`config.mk`:
```
export PLATFORM = sky130hd
export DESIGN_NAME = mmio_bridge_flat
export DESIGN_NICKNAME = d
export VERILOG_FILES = /design/src/rtl/mmio_bridge_if.sv /design/src/rtl/mmio_bridge.sv /design/src/flat_wrapper.sv
export SDC_FILE = /design/constraint.sdc
export NUM_CORES = 1
export LEC_CHECK = 0
export CORE_MARGIN = 3
export CORE_UTILIZATION = 40
export DETAILED_ROUTE_END_ITERATION = 8
export GPL_TIMING_DRIVEN = 0
export HOLD_SLACK_MARGIN = 0.05
export PLACE_DENSITY = 0.81
export SLEW_MARGIN = 25
export SYNTH_ARGS = -nofsm -noshare
export SYNTH_HDL_FRONTEND = slang
export SYNTH_SLANG_ARGS = --single-unit
```
`constraint.sdc`:
```
create_clock -name clk -period 2.5 [get_ports clk]
set_input_delay 0.25 -clock clk [delete_from_list [all_inputs] [get_ports clk]]
set_output_delay 0.25 -clock clk [all_outputs]
set_load 0.005 [all_outputs]
```
`src/rtl/mmio_bridge_if.sv`:
```
// CPU-side request bus and SRAM-side memory bus of the MMIO bridge.
interface mmio_bridge_if #(
  parameter int unsigned DATA_W = 16,
  parameter int unsigned ADDR_W = 16
);
  logic [ADDR_W-1:0] cpu_addr;
  logic              cpu_mem_ena;
  logic              cpu_wr_ena;
  logic [DATA_W-1:0] cpu_wdata;
  logic [DATA_W-1:0] cpu_rdata;
  logic              cpu_ready;
  logic [ADDR_W-1:0] sram_addr;
  logic              sram_mem_ena;
  logic              sram_wr_ena;
  logic [DATA_W-1:0] sram_wdata;
  logic [DATA_W-1:0] sram_rdata;

  // CPU and SRAM model side
  modport master (
    output cpu_addr, cpu_mem_ena, cpu_wr_ena, cpu_wdata, sram_rdata,
    input  cpu_rdata, cpu_ready, sram_addr, sram_mem_ena, sram_wr_ena, sram_wdata
  );

  // Bridge side
  modport slave (
    input  cpu_addr, cpu_mem_ena, cpu_wr_ena, cpu_wdata, sram_rdata,
    output cpu_rdata, cpu_ready, sram_addr, sram_mem_ena, sram_wr_ena, sram_wdata
  );
endinterface

```
`src/rtl/mmio_bridge.sv`:
```
// Routes single CPU accesses either to an SRAM port or to a small MMIO
// block (hex display registers + switch input) in the top 16 addresses.
module mmio_bridge #(
  parameter int unsigned DATA_W   = 16,
  parameter int unsigned ADDR_W   = 16,
  parameter int unsigned N_HEX    = 2,
  parameter int unsigned SRAM_LAT = 1
) (
  input  logic                    clk,
  input  logic                    reset,
  mmio_bridge_if.slave            bus,
  input  logic [DATA_W-1:0]       sw_i,
  output logic [N_HEX*DATA_W-1:0] hex_o
);

  localparam int unsigned CNT_W = 3;

  localparam logic [2:0] IDLE    = 3'd0;
  localparam logic [2:0] SRAM_RD = 3'd1;
  localparam logic [2:0] SRAM_WR = 3'd2;
  localparam logic [2:0] MMIO    = 3'd3;
  localparam logic [2:0] DONE    = 3'd4;

  logic [2:0]       state, state_nxt;
  logic [CNT_W-1:0] cnt, cnt_nxt;
  logic             wr_q;
  logic             is_mmio_c;
  logic [3:0]       off_c;
  logic [DATA_W-1:0] mmio_rdata_c;

  // Region decode uses the live request; the offset uses the latched address.
  assign is_mmio_c = &bus.cpu_addr[ADDR_W-1:4];
  assign off_c     = bus.sram_addr[3:0];

  // MMIO read source: offset 15 is the switches, k < N_HEX a hex register, else 0
  always_comb begin
    mmio_rdata_c = '0;
    if (off_c == 4'hF) begin
      mmio_rdata_c = sw_i;
    end else begin
      for (int unsigned k = 0; k < N_HEX; k++) begin
        if (off_c == 4'(k)) mmio_rdata_c = hex_o[k*DATA_W +: DATA_W];
      end
    end
  end

  // Next-state logic and SRAM read wait counter
  always_comb begin
    state_nxt = state;
    cnt_nxt   = cnt;
    case (state)
      IDLE: begin
        if (bus.cpu_mem_ena) begin
          cnt_nxt = '0;
          if (is_mmio_c)           state_nxt = MMIO;
          else if (bus.cpu_wr_ena) state_nxt = SRAM_WR;
          else                     state_nxt = SRAM_RD;
        end
      end
      SRAM_RD: begin
        if (cnt == CNT_W'(SRAM_LAT - 1)) state_nxt = DONE;
        else                             cnt_nxt   = cnt + CNT_W'(1);
      end
      SRAM_WR: state_nxt = DONE;
      MMIO:    state_nxt = DONE;
      DONE:    state_nxt = IDLE;
      default: state_nxt = IDLE;
    endcase
  end

  // State, registered strobes (derived from next state so they align with the state), datapath
  always_ff @(posedge clk or posedge reset) begin
    if (reset) begin
      state            <= IDLE;
      cnt              <= '0;
      wr_q             <= 1'b0;
      bus.cpu_ready    <= 1'b0;
      bus.cpu_rdata    <= '0;
      bus.sram_mem_ena <= 1'b0;
      bus.sram_wr_ena  <= 1'b0;
      bus.sram_addr    <= '0;
      bus.sram_wdata   <= '0;
      hex_o            <= '0;
    end else begin
      state            <= state_nxt;
      cnt              <= cnt_nxt;
      bus.cpu_ready    <= (state_nxt == DONE);
      bus.sram_mem_ena <= (state_nxt == SRAM_RD) || (state_nxt == SRAM_WR);
      bus.sram_wr_ena  <= (state_nxt == SRAM_WR);
      if (state == IDLE && bus.cpu_mem_ena) begin
        bus.sram_addr  <= bus.cpu_addr;
        bus.sram_wdata <= bus.cpu_wdata;
        wr_q           <= bus.cpu_wr_ena;
      end
      if (state == SRAM_RD && state_nxt == DONE) bus.cpu_rdata <= bus.sram_rdata;
      if (state == MMIO && !wr_q)                bus.cpu_rdata <= mmio_rdata_c;
      if (state == MMIO && wr_q) begin
        for (int unsigned k = 0; k < N_HEX; k++) begin
          if ((off_c == 4'(k)) || (off_c == 4'hF && k == 0))
            hex_o[k*DATA_W +: DATA_W] <= bus.sram_wdata;
        end
      end
    end
  end

endmodule

```
`src/flat_wrapper.sv`:
```
// flat-port wrapper written by rule: the top's interface ports become plain ports
module mmio_bridge_flat 
#(
  parameter int unsigned DATA_W   = 16,
  parameter int unsigned ADDR_W   = 16,
  parameter int unsigned N_HEX    = 2,
  parameter int unsigned SRAM_LAT = 1
)
  (clk, reset, sw_i, hex_o, bus_cpu_addr, bus_cpu_mem_ena, bus_cpu_wr_ena, bus_cpu_wdata, bus_sram_rdata, bus_cpu_rdata, bus_cpu_ready, bus_sram_addr, bus_sram_mem_ena, bus_sram_wr_ena, bus_sram_wdata);
  mmio_bridge_if #(.DATA_W(DATA_W), .ADDR_W(ADDR_W)) bus_i ();
  input  logic clk;
  input  logic reset;
  input  logic [DATA_W-1:0] sw_i;
  output logic [N_HEX*DATA_W-1:0] hex_o;
  input wire logic [$bits(bus_i.cpu_addr)-1:0] bus_cpu_addr;
  input wire logic [$bits(bus_i.cpu_mem_ena)-1:0] bus_cpu_mem_ena;
  input wire logic [$bits(bus_i.cpu_wr_ena)-1:0] bus_cpu_wr_ena;
  input wire logic [$bits(bus_i.cpu_wdata)-1:0] bus_cpu_wdata;
  input wire logic [$bits(bus_i.sram_rdata)-1:0] bus_sram_rdata;
  output wire logic [$bits(bus_i.cpu_rdata)-1:0] bus_cpu_rdata;
  output wire logic [$bits(bus_i.cpu_ready)-1:0] bus_cpu_ready;
  output wire logic [$bits(bus_i.sram_addr)-1:0] bus_sram_addr;
  output wire logic [$bits(bus_i.sram_mem_ena)-1:0] bus_sram_mem_ena;
  output wire logic [$bits(bus_i.sram_wr_ena)-1:0] bus_sram_wr_ena;
  output wire logic [$bits(bus_i.sram_wdata)-1:0] bus_sram_wdata;
  assign bus_i.cpu_addr = bus_cpu_addr;
  assign bus_i.cpu_mem_ena = bus_cpu_mem_ena;
  assign bus_i.cpu_wr_ena = bus_cpu_wr_ena;
  assign bus_i.cpu_wdata = bus_cpu_wdata;
  assign bus_i.sram_rdata = bus_sram_rdata;
  assign bus_cpu_rdata = bus_i.cpu_rdata;
  assign bus_cpu_ready = bus_i.cpu_ready;
  assign bus_sram_addr = bus_i.sram_addr;
  assign bus_sram_mem_ena = bus_i.sram_mem_ena;
  assign bus_sram_wr_ena = bus_i.sram_wr_ena;
  assign bus_sram_wdata = bus_i.sram_wdata;
  mmio_bridge #(.DATA_W(DATA_W), .ADDR_W(ADDR_W), .N_HEX(N_HEX), .SRAM_LAT(SRAM_LAT)) u_core (.clk(clk), .reset(reset), .bus(bus_i), .sw_i(sw_i), .hex_o(hex_o));
endmodule
```
# Yosys cells after proc, flatten, opt, wreduce, memory -nomap -nowiden
# Index checks and enable logic that the tools add are counted.
# totals
output_inout_bits	83
wordCells	52
reg_bits	90
# classes
eq_ne	10
add_sub_neg	1
n_reduce_logical	17
mux	13
# ops
operator	n
$mux 16	5
$mux 3	5
$reduce_and 12->1	1
$eq 3x2->1 const B	3
$pmux 3 s3	1
$eq 3x1->1 const B	2
$logic_not 3->1	2
$pmux 3 s2	1
$eq 4x1->1 const B	1
$eq 4x4->1 const B	1
$logic_and 1x1->1	4
$logic_not 4->1	1
$ne 2x2->1 const B	2
$reduce_and 2->1	2
$reduce_bool 2->1	2
$add 3x1->3 const B	1
$eq 3x3->1 const B	1
$reduce_and 3->1	1
$logic_or 1x1->1	2
$mux 2	1
$reduce_or 2->1	1
$logic_not 1->1	1

# Depth between registers and ports, before layout
# logic_depth
word_depth	8
ltp_mapped	7
mapped_depth_nobuf	5

# Worst setup path after synthesis
# Ideal clock, no wire load.
# synth_path
kind	register to register
from	reg u_core.bus.sram_addr[1]
to	reg u_core.hex_o[16]
path_slack_ps	694
setup_time_ps	127
n_path_buf	2
synth_period_minus_slack_ps	1806
t_arrival_ps	1679
path_stages_with_launch	6
cell_sequence	dfrtp_1 > nor4b_4 > and4_1 > buf_4 > buf_8 > mux2_1
# synth_via
elab_chain_cells	2
# synth_rtl
element	line_no	source
start: declaration	mmio_bridge_if.sv:27	output cpu_rdata, cpu_ready, sram_addr, sram_mem_ena, sram_wr_ena, sram_wdata
start signal: assignment	mmio_bridge.sv:91	bus.sram_addr <= bus.cpu_addr;
$eq 4x1->1	mmio_bridge.sv:99	if ((off_c == 4'(k)) || (off_c == 4'hF && k == 0))
$reduce_and 2->1 (no source line)	n/a	
end signal: indexed assignment	mmio_bridge.sv:100	hex_o[k*DATA_W +: DATA_W] <= bus.sram_wdata;
end: declaration	mmio_bridge.sv:13	output logic [N_HEX*DATA_W-1:0] hex_o
# Every way passes these cells.
# A chain may end at the register's enable or synchronous reset.

# Worst setup path after layout
# layout_path
from	reg u_core.state[0]
to	reg u_core.bus.sram_addr[12]
# layout_via
elab_chain_cells	2
# layout_rtl
element	line_no	source
start: declaration	mmio_bridge.sv:24	logic [2:0] state, state_nxt;
start signal: assignment	mmio_bridge.sv:85	state <= state_nxt;
$logic_not 3->1	mmio_bridge.sv:90	if (state == IDLE && bus.cpu_mem_ena) begin
$logic_and 1x1->1	mmio_bridge.sv:90	
# Every way passes these cells.

==> results.json <==
{
  "status": "complete, no violations",
  "dr.first_iter.drc_count": 103,
  "io_buffer_count": 150,
  "antennaDiodeCount": 0,
  "h-tree-depth": 3,
  "synthDistinctLibCells": 38,
  "drv_slew": 0,
  "synth_top_family_by_area": "multiplexers",
  "gp_congestion": 0.856,
  "postCtsSetupBuffers": 0,
  "layout_commonest_cell": "clkdlybuf4s50_1",
  "fin_nets": 535,
  "power.leakage_nw": 2.46,
  "critPathLaunchType": "flop",
  "synthAdderAreaFrac_pct": 0.625,
  "synth_compound_area_share_pct": 11.5,
  "relSlewSlack_pct": 43.7,
  "cp-end-kind": "flop",
  "syn_area_um2": 4010,
  "grt_pass1_wl_um": 18600,
  "top_level_ports": 151,
  "synthArstFlopShare_pct": 100,
  "ir_drop_uv": 439,
  "syn-num-nets": 371,
  "grt_pass1_vias": 3476,
  "drtAntennaViolNets": 0,
  "synth-xor-area-share_pct": 0,
  "synth_flop_cell": "dfrtp_1",
  "synth-simple-area-share_pct": 8.53,
  "worst_hold_slack_ps": 146,
  "antenna_found_initial": 0,
  "ys_seq_elements": 90,
  "synthCells": 301,
  "post_drt_via_cell_ratio": 5.35,
  "min_path_type": "input port to asynchronous set/reset pin",
  "rsz0062_at_grt": "no",
  "clock_path_buffers": 2,
  "required_ps": 2750,
  "clk_pin_slew_worst_paths_ps": 90,
  "num_vias": 3207,
  "wl_um": 11800,
  "hold_violations": 0,
  "tightest_slew_ps": 841,
  "postLayoutSetupSlackWorst_ps": 322,
  "grt_usage_pct": 21.1,
  "fp.coreArea_um2": 9500,
  "grt_overflow_total": 0,
  "critical_path_arrival_ps": 2420,
  "cts_tree": "yes",
  "cts_buffers": 9,
  "preCtsSetupSlack_ps": 144,
  "worst-setup-path-type": "flop to flop",
  "fin_crit_sh_pct": 87.1,
  "final_cell_mix": "clkdlybuf4s50_1, dfrtp_1, mux2_2",
  "power_density_nw_per_um2": 912,
  "ctsResizeCount": 0,
  "grt_start_max_net_pins": 34,
  "postCtsHoldBufs": 0,
  "die-area_um2": 11300,
  "setup_tns_ps": 0,
  "cts.sinks": 90,
  "post-route-drc-count": 0,
  "first_pass_iters": 4,
  "dieWidth_um": 106,
  "synth_edf_count": 0,
  "synth_warnings": 0,
  "start_util_pct": 42.2,
  "fp.dieH_um": 106,
  "setup_viol": 0,
  "hpwl_um": 9060,
  "synth.area.mux_share_pct": 19.2,
  "timing.fmax_mhz": 459,
  "areaGrowthSynthToFinish_pct": 48.7,
  "min_period_ps": 2180,
  "skew_ps": 11.5,
  "syn_avg_cell_area_um2": 13.3,
  "rows": 35,
  "synth_seq_area_share_pct": 56.2,
  "critPathMaxFanout": 10,
  "wl_per_cell_um": 19.7,
  "drv_cap": 0,
  "cts_root_buffer": "clkbuf_8",
  "drive_gt1_share_pct": 19.1,
  "clock_latency_ps": 350
}
[final cells by class]
type                            count  area, um^2
Clock buffer                        9         124
Tap cell                          129         161
Multi-Input combinational cell    181        1600
Buffer                             24         136
Timing Repair Buffer              153        1560
Sequential cell                    90        2250
Clock inverter                      7         101
Fill cell                         737        3540
Inverter                            6        26.3
[where the power goes]
group / switching (W) / internal, W / total, W / leakage (nW)
sequential: 0.000378 / 0.00191 / 0.00228 / 1.13
clock: 0.000541 / 0.000570 / 0.00111 / 0.106
combinational: 0.000774 / 0.00126 / 0.00204 / 1.23
[layer usage]
layer  vias to the layer above  part of all wire (%)  GRT usage, %
li1                       1464                     -             -
met2                       127                    51          35.7
met5                         -                     0             0
met4                         0                   4.0          9.90
met1                      1581                    39          25.0
met3                        35                   6.5          5.53
[final timing paths]
check | endpoint | depth (start not counted) | slack (ps) | from
setup / recovery | u_core.bus.sram_addr[12] | 4 | 320 | u_core.state[0]
hold / removal | u_core.bus.sram_wdata[12] | 2 | 150 | reset
setup reg to reg | u_core.bus.sram_addr[12] | 4 | 320 | u_core.state[0]
hold reg to reg | u_core.bus.sram_addr[4] | 1 | 500 | u_core.bus.sram_addr[4]
max in group asynchronous | u_core.hex_o[20] | 4 | 1720 | reset
min in group clk | u_core.bus.sram_addr[4] | 1 | 500 | u_core.bus.sram_addr[4]
[Yosys cell counts (all sizes together) (3+ instances only)]
cell,count,share of area [%]
dfrtp,90,56
mux2,65,19
a211oi,32,6.0
nor3,18,2.2
nand2,17,1.6
a221oi,16,3.5
buf,13,2.4
clkbuf,11,1.0
inv,6,0.56
a21oi,3,0.37
nand4,3,0.47
[per-stage QoR]
step | total power (W) | std cells | util, % | cell area [um^2]
floorplan | 0.00304 | 301 | - | 4010
global placement | 0.00426 | 580 | 59.7 | 5670
detailed placement | 0.00436 | 583 | 60.3 | 5730
CTS | 0.00547 | 599 | 62.7 | 5960
global route | 0.00570 | 599 | 62.7 | 5960
finish | 0.00543 | 599 | 62.7 | 5960
[worst max-delay path: stages, from the launching register on]
cell and delay, ps:
dfrtp_1 370, buf_2 170, nor4b_4 780, buf_2 390, mux2_2 370
[flip-flops by register name, indices dropped and copies added, names as in the netlist, 3 cells and up]
| signal | count |
|---|---|
| u_core.hex_o | 32 |
| u_core.bus.cpu_rdata | 16 |
| u_core.bus.sram_addr | 16 |
| u_core.bus.sram_wdata | 16 |
| u_core.cnt | 3 |
| u_core.state | 3 |
[cells by family after synthesis]
| kind of cell | after synthesis |
|---|---|
| flops | 90 |
| mux | 65 |
| simple gates | 55 |
| fa+ha+maj | 2 |
| buf+inv | 30 |
| compound gates | 59 |
No activity file was read; power rests on OpenSTA's default activity.
